`src/rtl/ps2_host_tx.sv`:
```
// ps2_host_tx: host-to-device PS/2 transmitter.
// Sends one command byte to the device: inhibit, request-to-send, 8 data
// bits LSB first, odd parity, stop, then samples the device ACK.
// Lines are driven through open-drain "pull low" enables.
// Optional build macro: PS2_TX_TIMEOUT_EN enables a watchdog that aborts a
// frame when the device stops clocking for TIMEOUT_CYCLES cycles.
module ps2_host_tx #(
  parameter int INHIBIT_CYCLES = 5000,
  parameter int TIMEOUT_CYCLES = 750000
) (
  input  logic       clk,
  input  logic       rst_n,
  input  logic       kb_clk,
  input  logic       kb_data,
  output logic       kb_clk_low,
  output logic       kb_data_low,
  input  logic [7:0] tx_data,
  input  logic       tx_valid,
  output logic       tx_ready,
  output logic       busy,
  output logic       done,
  output logic       error
);

  localparam logic [2:0] ST_IDLE      = 3'd0;
  localparam logic [2:0] ST_INHIBIT   = 3'd1;
  localparam logic [2:0] ST_RTS       = 3'd2;
  localparam logic [2:0] ST_ACK       = 3'd3;
  localparam logic [2:0] ST_WAIT_IDLE = 3'd4;

  localparam int INH_W = (INHIBIT_CYCLES > 1) ? $clog2(INHIBIT_CYCLES) : 1;

  logic [2:0]       r_state;
  logic [9:0]       r_shift;
  logic [3:0]       r_bit_cnt;
  logic [INH_W-1:0] r_inh_cnt;
  logic             r_ack_ok;
  logic             r_clk_low;
  logic             r_data_low;
  logic             r_done;
  logic             r_error;

  logic r_clk_s1, r_clk_s2, r_clk_s3;
  logic r_data_s1, r_data_s2;
  logic w_fall;
  logic w_timeout;

  // Two-flop synchronisers for both lines plus a delayed copy of the clock for edge detect
  always_ff @(posedge clk or negedge rst_n) begin
    if (!rst_n) begin
      r_clk_s1  <= 1'b1;
      r_clk_s2  <= 1'b1;
      r_clk_s3  <= 1'b1;
      r_data_s1 <= 1'b1;
      r_data_s2 <= 1'b1;
    end else begin
      r_clk_s1  <= kb_clk;
      r_clk_s2  <= r_clk_s1;
      r_clk_s3  <= r_clk_s2;
      r_data_s1 <= kb_data;
      r_data_s2 <= r_data_s1;
    end
  end

  assign w_fall = r_clk_s3 & ~r_clk_s2;

`ifdef PS2_TX_TIMEOUT_EN
  localparam int TO_W = $clog2(TIMEOUT_CYCLES + 1);
  logic [TO_W-1:0] r_to_cnt;
  logic            w_to_active;

  assign w_to_active = (r_state == ST_RTS) || (r_state == ST_ACK) || (r_state == ST_WAIT_IDLE);
  // A fall proves the device is alive, so it always wins over the watchdog
  assign w_timeout   = w_to_active && !w_fall && (r_to_cnt == TO_W'(TIMEOUT_CYCLES - 1));

  // Watchdog: counts cycles since the last device clock fall while the device owns the clock
  always_ff @(posedge clk or negedge rst_n) begin
    if (!rst_n) begin
      r_to_cnt <= '0;
    end else if (!w_to_active || w_fall || w_timeout) begin
      r_to_cnt <= '0;
    end else begin
      r_to_cnt <= r_to_cnt + 1'b1;
    end
  end
`else
  logic w_unused_timeout_cfg;
  assign w_unused_timeout_cfg = (TIMEOUT_CYCLES > 0);
  assign w_timeout = 1'b0;
`endif

  // Main frame sequencer; all line enables are registered here
  always_ff @(posedge clk or negedge rst_n) begin
    if (!rst_n) begin
      r_state    <= ST_IDLE;
      r_shift    <= '0;
      r_bit_cnt  <= '0;
      r_inh_cnt  <= '0;
      r_ack_ok   <= 1'b0;
      r_clk_low  <= 1'b0;
      r_data_low <= 1'b0;
      r_done     <= 1'b0;
      r_error    <= 1'b0;
    end else begin
      r_done <= 1'b0;
      case (r_state)
        ST_IDLE: begin
          if (tx_valid) begin
            r_shift    <= {1'b1, ~^tx_data, tx_data};
            r_error    <= 1'b0;
            r_bit_cnt  <= '0;
            r_inh_cnt  <= '0;
            r_ack_ok   <= 1'b0;
            r_clk_low  <= 1'b1;
            // With a one-cycle inhibit the start bit must already be there
            r_data_low <= (INHIBIT_CYCLES == 1);
            r_state    <= ST_INHIBIT;
          end
        end
        ST_INHIBIT: begin
          r_inh_cnt <= r_inh_cnt + 1'b1;
          // Start bit goes low during the final inhibit cycle
          if (int'(r_inh_cnt) == INHIBIT_CYCLES - 2) begin
            r_data_low <= 1'b1;
          end
          if (int'(r_inh_cnt) == INHIBIT_CYCLES - 1) begin
            r_clk_low  <= 1'b0;
            r_data_low <= 1'b1;
            r_state    <= ST_RTS;
          end
        end
        ST_RTS: begin
          if (w_fall) begin
            r_data_low <= ~r_shift[0];
            r_shift    <= {1'b0, r_shift[9:1]};
            r_bit_cnt  <= r_bit_cnt + 4'd1;
            if (r_bit_cnt == 4'd9) begin
              r_state <= ST_ACK;
            end
          end
        end
        ST_ACK: begin
          if (w_fall) begin
            if (!r_data_s2) begin
              r_ack_ok <= 1'b1;
            end else begin
              r_error <= 1'b1;
            end
            r_state <= ST_WAIT_IDLE;
          end
        end
        ST_WAIT_IDLE: begin
          if (r_clk_s2 && r_data_s2) begin
            r_done  <= r_ack_ok;
            r_state <= ST_IDLE;
          end
        end
        default: begin
          r_clk_low  <= 1'b0;
          r_data_low <= 1'b0;
          r_state    <= ST_IDLE;
        end
      endcase

      // Watchdog abort overrides whatever the sequencer decided this cycle
      if (w_timeout) begin
        r_clk_low  <= 1'b0;
        r_data_low <= 1'b0;
        r_error    <= 1'b1;
        r_done     <= 1'b0;
        r_state    <= ST_IDLE;
      end
    end
  end

  assign kb_clk_low  = r_clk_low;
  assign kb_data_low = r_data_low;
  assign tx_ready    = (r_state == ST_IDLE);
  assign busy        = (r_state != ST_IDLE);
  assign done        = r_done;
  assign error       = r_error;

endmodule
```
`config.mk`:
```
export PLATFORM = sky130hd
export DESIGN_NAME = ps2_host_tx
export DESIGN_NICKNAME = d
export VERILOG_FILES = /design/src/rtl/ps2_host_tx.sv
export SDC_FILE = /design/constraint.sdc
export NUM_CORES = 1
export LEC_CHECK = 0
export ABC_AREA = 1
export ABC_CLOCK_PERIOD_IN_PS = 1850
export BUFFER_PORTS_ARGS = -buffer_cell sky130_fd_sc_hd__buf_2
export CAP_MARGIN = 20
export CORE_ASPECT_RATIO = 0.8
export CORE_MARGIN = 1
export CORE_UTILIZATION = 50
export CTS_CLUSTER_DIAMETER = 150
export DETAILED_ROUTE_END_ITERATION = 10
export PLACE_DENSITY_LB_ADDON = 0.08
export SYNTH_ARGS = -nofsm -noshare
export SYNTH_HDL_FRONTEND = slang
export SYNTH_SLANG_ARGS = --single-unit
```
`constraint.sdc`:
```
create_clock -name clk -period 1.85 [get_ports clk]
set_clock_uncertainty 0.15 [all_clocks]
set_input_delay 0.37 -clock clk [delete_from_list [all_inputs] [get_ports clk]]
set_output_delay 0.37 -clock clk [all_outputs]
set_load 0.01 [all_outputs]
```
# Word level (Yosys, flattened, before mapping)
# Cells that the tools add are included.
dict set report word_totals {
  inputBits 13
  output_inout_bits 6
  ff_bits 40
  elab_cells 84
}
dict set report op_classes {
  addsub 2
  n_eq_ne 16
  n_mux 31
  bitwise_logic 5
  n_reduce_logical 16
}
# operator count
set op_table {}
lappend op_table {{13-bit == test (second input constant)} 2}
lappend op_table {{13-bit one-hot mux with 2 select lines} 1}
lappend op_table {{10-bit two-way mux} 2}
lappend op_table {{10-bit one-hot mux with 2 select lines} 1}
lappend op_table {{3-bit two-way mux} 6}
lappend op_table {{2-bit != test (second input constant)} 8}
lappend op_table {{3-bit one-hot mux with 5 select lines} 1}
lappend op_table {{13-bit by 1-bit adder with 13-bit output (second input constant)} 1}
lappend op_table {{13-bit two-way mux} 1}
lappend op_table {{1-bit two-way mux} 12}
lappend op_table {{4-bit AND reduction} 3}
lappend op_table {{4-bit two-way mux} 2}
lappend op_table {{4-bit one-hot mux with 2 select lines} 1}
lappend op_table {{8-bit XNOR reduction} 1}
lappend op_table {{3-bit by 2-bit == test with 1-bit output (second input constant)} 2}
lappend op_table {{3-bit AND reduction} 2}
lappend op_table {{6-bit AND reduction} 1}
lappend op_table {{2-bit nonzero test} 3}
lappend op_table {{4-bit by 1-bit adder with 4-bit output (second input constant)} 1}
lappend op_table {{4-bit == test (second input constant)} 1}
lappend op_table {{1-bit NOT} 4}
lappend op_table {{1-bit one-hot mux with 2 select lines} 2}
lappend op_table {{1-bit one-hot mux with 4 select lines} 1}
lappend op_table {{3-bit by 1-bit == test with 1-bit output (second input constant)} 1}
lappend op_table {{10 further kinds} 10}

# Logic depth before layout (Yosys ltp)
dict set report depth {
  depth_word 4
  mapped_depth 10
  ltp_nobuf 10
}

# Worst setup path after synthesis
# No wires, ideal clock.
dict set report synth_timing {
  path_type {register to register}
  start {register r_inh_cnt[1]}
  end {register r_inh_cnt[12]}
  path_slack_ps 320
  stages_incl_launch_ff 9
  arrival_time_ps 1258
  setup_time_ps 122
  required_time_ps 1578
  cell_sequence {dfrtp_1 ha_1 nand3_1 nor2_1 nand2_1 nor2_2 nand3_1 nand2_1 o21ai_1}
}
dict set report synth_between {
  elab_chain_len 2
}
# item line
set synth_rtl {}
lappend synth_rtl {{from (decl)} 36} ;# logic [INH_W-1:0] r_inh_cnt;
lappend synth_rtl {{from (signal assigned)} 121} ;# r_inh_cnt <= r_inh_cnt + 1'b1;
lappend synth_rtl {{13-bit by 1-bit adder with 13-bit output} 121}
lappend synth_rtl {{13-bit one-hot mux with 2 select lines} 106} ;# case (r_state)
# Every way passes these cells.
# A chain may end at the register's enable or synchronous reset.

# Worst setup path after layout
dict set report layout_timing {
  start {register r_state[0]}
  end {output tx_ready}
}
dict set report layout_between {
  elab_chain_len 1
}
# item line
set layout_rtl {}
lappend layout_rtl {{from (decl)} 33} ;# logic [2:0] r_state;
lappend layout_rtl {{from (signal assigned)} 95} ;# r_state <= ST_IDLE;
lappend layout_rtl {{from (signal assigned)} 117} ;# r_state <= ST_INHIBIT;
lappend layout_rtl {{from (signal assigned)} 129} ;# r_state <= ST_RTS;
lappend layout_rtl {{3-bit logical NOT} 178} ;# assign tx_ready = (r_state == ST_IDLE);
lappend layout_rtl {{to (decl)} 19} ;# output logic tx_ready,
# Every way passes these cells.

==> key figures <==
Floorplan
  • Row count: 21
  • Die area: 4720 um2
  • I/O pin count: 19
  • Die Y: 61.7 um
  • Core area: 4230 um2
  • Die W: 76.6 um
  • Initial core utilization: 52.6%

Setup path
  • Worst r2r src: r_state[0]
  • CP Capture Point: tx_ready
  • R2R cell count: 7
  • Critical path startpoint: r_state[0]
  • Worst R2R Setup Slack: 0.17 ns
  • Reg2reg end: r_shift[2]
  • WP data required: 1.33 ns
  • Critical setup path kind: reg -> out
  • Crit Path Max Fanout: 5
  • Critical Path AT: 1.22 ns
  • Crit end category: output port
  • CP Launch Type: flip-flop

Pwr
  • Net Switching: 1.54 mW
  • Net Sw Frac: 41.5%
  • Int Power: 2.18 mW
  • Leakage: 1.34 nW
  • Max IR drop VDD: 0.000897 V
  • Total Power: 3.72 mW
  • Clock power share: 21.0%
  • Logic pwr share: 42.3%
  • Sequential share of power: 36.6%
  • Pwr/cell area: 1450 nW/um2

Global routing
  • Aggregate global-route resource usage: 20.7%
  • Met2 GRT Util: 33.7%
  • Grt total ovfl: 0
  • GRT met1 Usage: 27.1%
  • Grt peak-use layer: met2
  • Initial antenna violation count: 0
  • Largest net degree at the start of global routing: 30
  • Met3 usage: 4.44%
  • Vias in the first global route: 1713
  • First-pass GRT wire length: 7310 um

Job
  • Max-cap violations: 0

Timing
  • Max_slew headroom: 73.3%
  • RSZ-0062 raised after global routing: false
  • Final hold violations: 0
  • Final Setup Violations: 0
  • Slew Limit Fails: 0
  • Final period util: 94.0%
  • Worst-margin pin slew: 0.401 ns
  • Final min period: 1.74 ns
  • Max Clk Rate: 575 MHz
  • Setup_tns: 0 ns
  • Worst setup margin: 0.111 ns

Clock network
  • TritonCTS buffer count: 5
  • H-Tree Depth: 2
  • Longest Clk Path Bufs: 2
  • TritonCTS clock tree: yes
  • Root Driver: clkbuf_8
  • Clock transition at the registers of the reported paths: 0.08 ns
  • Worst skew pair latency: 0.29 ns
  • Setup Buffers After CTS: 0
  • Clock sink total: 40

Route
  • Vias: 1874
  • Drt total wl: 4350 um
  • DRT iter0 DRCs: 89
  • DRT Pass-1 Iters: 4
  • DR WL/cell: 11.2 um
  • Drt via density: 4.84
  • Post-route DRC: 0
  • Post-DRT Antenna Nets: 0

Layout
  • Fillers: 383
  • Non-Filler Instances: 387
  • Layout area overhead: 14.8%
  • Inserted Diodes: 0
  • Share of post-route cells with drive strength above 1: 16.7%
  • Design area: 2550 um2
  • Nets@finish: 346

Placement
  • Port Buffer Count: 18
  • Placed instance area: 2420 um2
  • Setup slack at placement: 0.157 ns
  • RePlAce Congestion: 0.912
  • Dpl cells: 378
  • Dpl hpwl: 3290 um

Run status
  • Status: finished clean

Synthesis
  • Largest area contributor in the netlist: dfrtp_1
  • Synth Register Bits: 40
  • YS warnings: 0
  • Top FF cell, synth: dfrtp_1
  • Post-synth top area share: 39.3%
  • Post-Syn Area: 2230 um2
  • Avg Cell Area, Syn: 7.39 um2
  • Seq/Total Area, Yosys: 45.3%
  • Syn Nets: 318
  • Synth cell types: 27
  • Ranking of synthesized cells by area: dfrtp_1 (39%), nand2_1 (17%), inv_1 (6.9%)
  • Synth async-reset ratio: 100%
  • Number of flops mapped to enable cells by yosys: 0
  • Synthesized instance count: 301

Hold path
  • Hold Path Class: in -> reg
[worst min path at each step]
stage | endpoint | from | cells past startpoint
final | r_data_s1 | kb_data | 1
after global routing | r_clk_s1 | kb_clk | 1
after CTS | r_data_s1 | kb_data | 1
after detailed placement | r_inh_cnt[3] | rst_n | 1
after global placement | r_inh_cnt[3] | rst_n | 1
after floorplan | done | rst_n | 0
[routing by layer]
layer | up-vias | wire (um)
met3 | 9 | 120
met1 | 828 | 2280
li1 | 1011 | -
met4 | 0 | 79
met2 | 26 | 1870
met5 | - | 0
[repair_timing]
item	CTS	global route
endpoints found under the hold margin	11	0
hold buffers	1	0
gates resized for setup	0	1
endpoints found under the setup margin	0	1
[cells in the final DEF, fill, tap and decap left out, types with 2 or more instances in the layout]
cell type  netlist  routed
nand2_4          3       3
nor2_1          18      17
dfrtp_1         35      35
ha_1             4       4
inv_2            4       4
nand2_2          2       2
nand3_1         24      24
o22ai_1          3       3
nor2_2           3       4
nand2_1        103     103
buf_4            0       4
o211ai_1         5       5
nand4_1          3       3
nor3_1           4       4
o21ai_1         11      11
dfstp_2          5       5
clkbuf_8         0       7
a21oi_1          8       8
buf_2            2      18
nor2_4           2       2
xor2_1           2       2
inv_1           41      41
o21ai_0         13      13
[sequential cells by signal, indices dropped and copies added, names as in the netlist]
signal	count
r_data_s2	1
kb_data_low	1
error	1
r_shift	10
kb_clk_low	1
r_clk_s1	1
r_bit_cnt	4
r_inh_cnt	13
done	1
r_clk_s3	1
r_ack_ok	1
r_clk_s2	1
r_data_s1	1
r_state	3
[power by group through the flow]
stage          sequential [mW]  clock (mW)  combinational [mW]
2_1_floorplan             1.36           0                1.16
3_3_place_gp              1.36           0                1.57
3_5_place_dp              1.37           0                1.58
4_1_cts                   1.36       0.798                1.58
5_1_grt                   1.40       0.837                1.80
6_report                  1.36       0.782                1.57
[Yosys cell counts, types with 2 or more instances]
master    number
ha_1           4
nand3_1       24
a21oi_1        8
nand4_1        3
o22ai_1        3
xor2_1         2
inv_2          4
nor2_1        18
nand2_1      103
inv_1         41
buf_2          2
o21ai_1       11
nor3_1         4
dfrtp_1       35
nand2_4        3
nand2_2        2
nor2_2         3
o21ai_0       13
nor2_4         2
o211ai_1       5
dfstp_2        5
[metrics by stage]
stage / hold WS [ns] / util, %
2_1_floorplan: -0.0756 / -
3_3_place_gp: 0.126 / 57.1
3_5_place_dp: 0.124 / 57.1
4_1_cts: 0.00916 / 60.3
5_1_grt: 0.000864 / 60.4
6_report: 0.0185 / 60.4
[logic make-up (layout without fill, tap and decap cells)]
family / after synthesis / count (layout) / share of synthesized area, %
AND/OR/NAND/NOR: 163 / 163 / 31.9
buffers and inverters: 49 / 78 / 8.83
AO/OA/AOI/OAI: 43 / 43 / 11.0
flip-flops: 40 / 40 / 45.3
adder cells (fa/ha/maj): 4 / 4 / 2.25
XOR/XNOR: 2 / 2 / 0.787
[cell type report]
| cell class | instances | area [um2] | share of cell area (%) |
|---|---|---|---|
| clock inverters | 1 | 30.0 | 1.18 |
| well taps | 57 | 71.3 | 2.79 |
| flip-flops and latches | 40 | 1010 | 39.4 |
| multi-input cells | 212 | 1020 | 40.1 |
| repair buffers | 24 | 150 | 5.88 |
| clock buffers | 7 | 96.3 | 3.77 |
| inverters | 46 | 175 | 6.86 |
[critical path: stages, from the launching register on]
cell     delay, ns
dfrtp_1       0.45
nor2_4        0.21
nand2_4       0.09
inv_2         0.06
buf_2         0.12
Note: power is estimated with default switching activity, not from simulation.
